===== src/rtl/multicycle_ctrl.sv =====
`default_nettype none
// ============================================================================
// Module : multicycle_ctrl
// Multicycle RISC-V style main controller: Moore FSM, ALU decode, retire count.
// Rev    : 1.0
// ============================================================================
module multicycle_ctrl #(
    parameter int ALU_CTRL_W = 3
) (
    input  logic                  clk,
    input  logic                  rst_n,
    input  logic [6:0]            op,
    input  logic [2:0]            funct3,
    input  logic                  funct7b5,
    input  logic                  zero,
    input  logic                  mem_ready,
    output logic                  PCWrite,
    output logic                  IRWrite,
    output logic                  MemWrite,
    output logic                  RegWrite,
    output logic                  AdrSrc,
    output logic [1:0]            ResultSrc,
    output logic [1:0]            ALUSrcA,
    output logic [1:0]            ALUSrcB,
    output logic [1:0]            ImmSrc,
    output logic [ALU_CTRL_W-1:0] ALUControl,
    output logic                  illegal,
    output logic [31:0]           retired
);

    localparam logic [6:0] c_OP_LOAD   = 7'b0000011;
    localparam logic [6:0] c_OP_STORE  = 7'b0100011;
    localparam logic [6:0] c_OP_RTYPE  = 7'b0110011;
    localparam logic [6:0] c_OP_ITYPE  = 7'b0010011;
    localparam logic [6:0] c_OP_BRANCH = 7'b1100011;

    localparam logic [2:0] c_ALU_ADD = 3'b000;
    localparam logic [2:0] c_ALU_SUB = 3'b001;

    typedef enum logic [3:0] {
        S_FETCH    = 4'd0,
        S_DECODE   = 4'd1,
        S_MEMADR   = 4'd2,
        S_MEMREAD  = 4'd3,
        S_MEMWB    = 4'd4,
        S_MEMWRITE = 4'd5,
        S_EXECR    = 4'd6,
        S_EXECI    = 4'd7,
        S_ALUWB    = 4'd8,
        S_BEQ      = 4'd9
    } state_t;

    state_t      r_state;
    state_t      w_next;
    logic        w_pcwrite;
    logic        w_irwrite;
    logic        w_memwrite;
    logic        w_regwrite;
    logic        w_illegal;
    logic        w_retire;
    logic [2:0]  w_alu;
    logic [2:0]  w_alu_dec;
    logic [31:0] r_retired;

    // funct7b5 only selects sub for register-register ops (op[5]=1), never for addi
    always_comb begin
        case (funct3)
            3'b000:  w_alu_dec = (funct7b5 && op[5]) ? c_ALU_SUB : c_ALU_ADD;
            3'b010:  w_alu_dec = 3'b101;
            3'b110:  w_alu_dec = 3'b011;
            3'b111:  w_alu_dec = 3'b010;
            default: w_alu_dec = c_ALU_ADD;
        endcase
    end

    always_comb begin
        case (op)
            c_OP_STORE:  ImmSrc = 2'b01;
            c_OP_BRANCH: ImmSrc = 2'b10;
            default:     ImmSrc = 2'b00;
        endcase
    end

    always_ff @(posedge clk or negedge rst_n) begin
        if (!rst_n) begin
            r_state <= S_FETCH;
        end else begin
            r_state <= w_next;
        end
    end

    always_comb begin
        w_next     = r_state;
        w_pcwrite  = 1'b0;
        w_irwrite  = 1'b0;
        w_memwrite = 1'b0;
        w_regwrite = 1'b0;
        w_illegal  = 1'b0;
        w_retire   = 1'b0;
        w_alu      = c_ALU_ADD;
        AdrSrc     = 1'b0;
        ResultSrc  = 2'b00;
        ALUSrcA    = 2'b00;
        ALUSrcB    = 2'b00;
        case (r_state)
            S_FETCH: begin
                ALUSrcB   = 2'b10;
                ResultSrc = 2'b10;
                w_irwrite = mem_ready;
                w_pcwrite = mem_ready;
                if (mem_ready) w_next = S_DECODE;
            end
            S_DECODE: begin
                ALUSrcA = 2'b01;
                ALUSrcB = 2'b01;
                case (op)
                    c_OP_LOAD, c_OP_STORE: w_next = S_MEMADR;
                    c_OP_RTYPE:            w_next = S_EXECR;
                    c_OP_ITYPE:            w_next = S_EXECI;
                    c_OP_BRANCH:           w_next = S_BEQ;
                    default: begin
                        w_next    = S_FETCH;
                        w_illegal = 1'b1;
                    end
                endcase
            end
            S_MEMADR: begin
                ALUSrcA = 2'b10;
                ALUSrcB = 2'b01;
                w_next  = (op == c_OP_STORE) ? S_MEMWRITE : S_MEMREAD;
            end
            S_MEMREAD: begin
                AdrSrc = 1'b1;
                if (mem_ready) w_next = S_MEMWB;
            end
            S_MEMWRITE: begin
                AdrSrc     = 1'b1;
                w_memwrite = 1'b1;
                if (mem_ready) begin
                    w_next   = S_FETCH;
                    w_retire = 1'b1;
                end
            end
            S_MEMWB: begin
                ResultSrc  = 2'b01;
                w_regwrite = 1'b1;
                w_next     = S_FETCH;
                w_retire   = 1'b1;
            end
            S_EXECR: begin
                ALUSrcA = 2'b10;
                w_alu   = w_alu_dec;
                w_next  = S_ALUWB;
            end
            S_EXECI: begin
                ALUSrcA = 2'b10;
                ALUSrcB = 2'b01;
                w_alu   = w_alu_dec;
                w_next  = S_ALUWB;
            end
            S_ALUWB: begin
                w_regwrite = 1'b1;
                w_next     = S_FETCH;
                w_retire   = 1'b1;
            end
            S_BEQ: begin
                ALUSrcA   = 2'b10;
                w_alu     = c_ALU_SUB;
                w_pcwrite = zero;
                w_next    = S_FETCH;
                w_retire  = 1'b1;
            end
            default: w_next = S_FETCH;
        endcase
    end

    always_ff @(posedge clk or negedge rst_n) begin
        if (!rst_n) begin
            r_retired <= '0;
        end else if (w_retire) begin
            r_retired <= r_retired + 32'd1;
        end
    end

    // Enables are masked by rst_n directly so FETCH cannot assert them while reset is held
    assign PCWrite    = w_pcwrite  & rst_n;
    assign IRWrite    = w_irwrite  & rst_n;
    assign MemWrite   = w_memwrite & rst_n;
    assign RegWrite   = w_regwrite & rst_n;
    assign illegal    = w_illegal  & rst_n;
    assign ALUControl = ALU_CTRL_W'(w_alu);
    assign retired    = r_retired;

endmodule
`default_nettype wire


===== config.mk =====
export PLATFORM = sky130hd
export DESIGN_NAME = multicycle_ctrl
export DESIGN_NICKNAME = d
export VERILOG_FILES = /design/src/rtl/multicycle_ctrl.sv
export SDC_FILE = /design/constraint.sdc
export NUM_CORES = 1
export LEC_CHECK = 0
export CORE_ASPECT_RATIO = 1.5
export CORE_MARGIN = 5
export CORE_UTILIZATION = 35
export CTS_CLUSTER_DIAMETER = 80
export DETAILED_ROUTE_END_ITERATION = 8
export PLACE_DENSITY = 0.66
export SLEW_MARGIN = 10
export SYNTH_ARGS = -nofsm -noshare
export SYNTH_HDL_FRONTEND = slang
export SYNTH_SLANG_ARGS = --single-unit

===== constraint.sdc =====
create_clock -name clk -period 1.7 [get_ports clk]
set_clock_uncertainty 0.15 [all_clocks]
set_input_delay 0.425 -clock clk [delete_from_list [all_inputs] [get_ports clk]]
set_output_delay 0.425 -clock clk [all_outputs]
set_load 0.05 [all_outputs]

==> metrics.csv <==
stage,metric,value,unit
routing,drt-initial-drc-count,55,
floorplan,core_region_area,5410,um^2
clocking,numCtsBuffers,5,
placed_design,place_congestion,0.854,
floorplan,dieWidth,70.6,um
floorplan,io_pins,64,
routing,first_pass_iters,4,
final_layout,mostFrequentLayoutCell,buf_4,
clocking,clk_pin_slew,0.07,ns
yosys,yosys-top-cells-area,"dfrtp_1, xnor2_1, xor2_1",
final_layout,final_cell_area,4430,um^2
flow_run,max_cap_viol_count,0,
critical_path,r2r_end,retired[27],
grt,grt_pass1_vias,2328,
critical_path,end_kind,primary output,
sta,fmax,0.454,GHz
worst_hold_path,hp-class,in2async,
final_layout,nets,371,
power_and_ir_drop,ir_drop,0.546,mV
final_layout,syn_to_final_growth,130,%
clocking,cts.sinks,36,
final_layout,fin_util,81.9,%
clocking,htreeDepth,2,
yosys,avgSynthCellArea,9.59,um^2
sta,relSlewSlack,71.9,%
yosys,synth_edf_count,0,
clocking,clock_latency,0.29,ns
placed_design,dp_slack,-0.620,ns
yosys,synthDistinctLibCells,40,
power_and_ir_drop,totalPowerFinal,2.06,mW
sta,finalSetupTns,-12.29,ns
routing,dr_wl_met2,4420,um
clocking,cts_tree,done,
sta,layout_setup_ws,-0.502,ns
status,violations,setup timing,
sta,rsz0062_at_grt,yes,
final_layout,fin_cells,426,
placed_design,post_dp_cell_area,3840,um^2
sta,layout_min_cycle_time,2.20,ns
critical_path,cp_data_arrival_time,1.63,ns
final_layout,layout-drive-gt1-share,64.6,%
placed_design,dp.cells,396,
clocking,cts_root_buffer,clkbuf_8,
grt,grt.overflow.total,0,
status,status,finished with violations,
placed_design,dp_hpwl,4770,um
sta,whs,0.280,ns
grt,antenna_found_initial,0,
critical_path,start_kind,flip-flop,
grt,grt_util_all_layers,19.8,%
routing,wl_met1,2630,um
yosys,syn-num-nets,217,
routing,wl_per_cell,17.9,um
floorplan,die_area,7120,um^2
power_and_ir_drop,p_per_area,466,nW/um^2
placed_design,port_buffers,63,
yosys,synth.cell_area,1930,um^2
final_layout,fill_cells,289,
critical_path,r2r_setup_slack,-0.33,ns
yosys,synthArstFlopShare,100,%
yosys,yosysSeqAreaShare,46.7,%
yosys,synth_flop_cell,dfrtp_1,
sta,tightestPinTransition,0.420,ns
routing,via_per_inst,5.15,
final_layout,num_antenna_cells,0,
routing,drt-total-wl,7620,um
critical_path,path_class,reg2out,
yosys,yosys.area.top_type,dfrtp_1,
yosys,ys_ff_latch,36,
clocking,clockBufferDepth,2,
sta,fin_crit_sh,130,%
critical_path,r2r-start,r_state[1],
routing,dr_total_vias,2192,
yosys,syn_inst,201,
sta,slew_viol_final,0,
yosys,ys_warn_count,0,
floorplan,placementRows,33,
floorplan,die_height,101,um
yosys,yosysTopAreaCellShare,46.7,%
routing,final_antenna_net_count,0,
power_and_ir_drop,leakage,1.99,nW
critical_path,worst-path-max-fanout,4,
critical_path,cp.required,1.12,ns
grt,grt_pass1_wl,11200,um
routing,met3WireLength,301,um
grt,grt_max_degree,33,
routing,top_layer,met4,
floorplan,start_util,35.6,%
final_layout,final_cell_mix,"buf_4, buf_12, xnor2_1, dfrtp_2, dfrtp_1",
sta,finalHoldViolCount,0,
routing,drc_errors,0,
sta,setup_violations,46,
critical_path,ff2ff_path_depth,7,
## layer usage
metal,global-route usage (%),vias to the layer above
met5,0,-
met2,38.9,69
met3,4.29,27
met4,8.39,0
met1,19.7,1093
li1,-,1003
## cell usage after synthesis, drive strengths merged (3+ instances only)
library cell / number
a21oi: 6
nor4: 3
clkbuf: 4
nor2b: 3
xor2: 11
nand2: 18
and3: 5
nand2b: 3
buf: 3
nor3: 8
nand4: 9
nand3: 12
o21ai: 4
nor2: 22
dfrtp: 36
xnor2: 21
nor3b: 3
inv: 7
## cell families after synthesis
logic type               Yosys count  share of synthesized area, %
flip-flops                        36                          46.7
AO/OA/AOI/OAI                     19                          6.03
multiplexers                       2                          1.10
XOR/XNOR                          32                          14.5
buffers and inverters             14                          3.31
AND/OR/NAND/NOR                   97                          27.6
adder cells (fa/ha/maj)            1                         0.649
## final cells by class
type | instances | area (um^2) | share of cell area (%)
Clock buffer | 7 | 76.3 | 1.72
Clock inverter | 1 | 8.76 | 0.198
Inverter | 7 | 30.0 | 0.678
Multi-Input combinational cell | 151 | 1450 | 32.6
Sequential cell | 36 | 923 | 20.8
Tap cell | 70 | 87.6 | 1.98
Timing Repair Buffer | 154 | 1860 | 42.0
## worst max-delay path by stage
stage | startpoint | end | slack (ns) | cells past startpoint
final | r_state[1] | PCWrite | -0.50 | 6
after global routing | r_state[1] | PCWrite | -0.56 | 6
after CTS | r_state[3] | PCWrite | -0.44 | 4
after detailed placement | op[2] | illegal | -0.62 | 5
after global placement | op[2] | illegal | -0.58 | 5
after floorplan | r_state[0] | PCWrite | -0.57 | 5
## flip-flops by register name, summed over array words and instances, names as in the netlist
| register | count |
|---|---|
| r_state | 4 |
| retired | 32 |
## power by group
part | switching (mW) | total (mW) | internal, mW
registers | 0.0148 | 0.891 | 0.876
logic | 0.290 | 0.566 | 0.277
clock network | 0.315 | 0.608 | 0.293
## worst max-delay path: stages (launching register included)
cell      delay [ns]
dfrtp_1         0.42
buf_6           0.15
nor2_4          0.14
nand2_4         0.08
nor4_4          0.20
o21bai_4        0.20
buf_12          0.15
## repair_timing
item,in CTS,in global routing
gates resized for setup,61,40
endpoints found under the hold margin,4,0
hold buffers,1,0
endpoints found under the setup margin,49,48
pin swaps,18,18
setup buffers,12,11
Power figures use the tool's default switching activity.
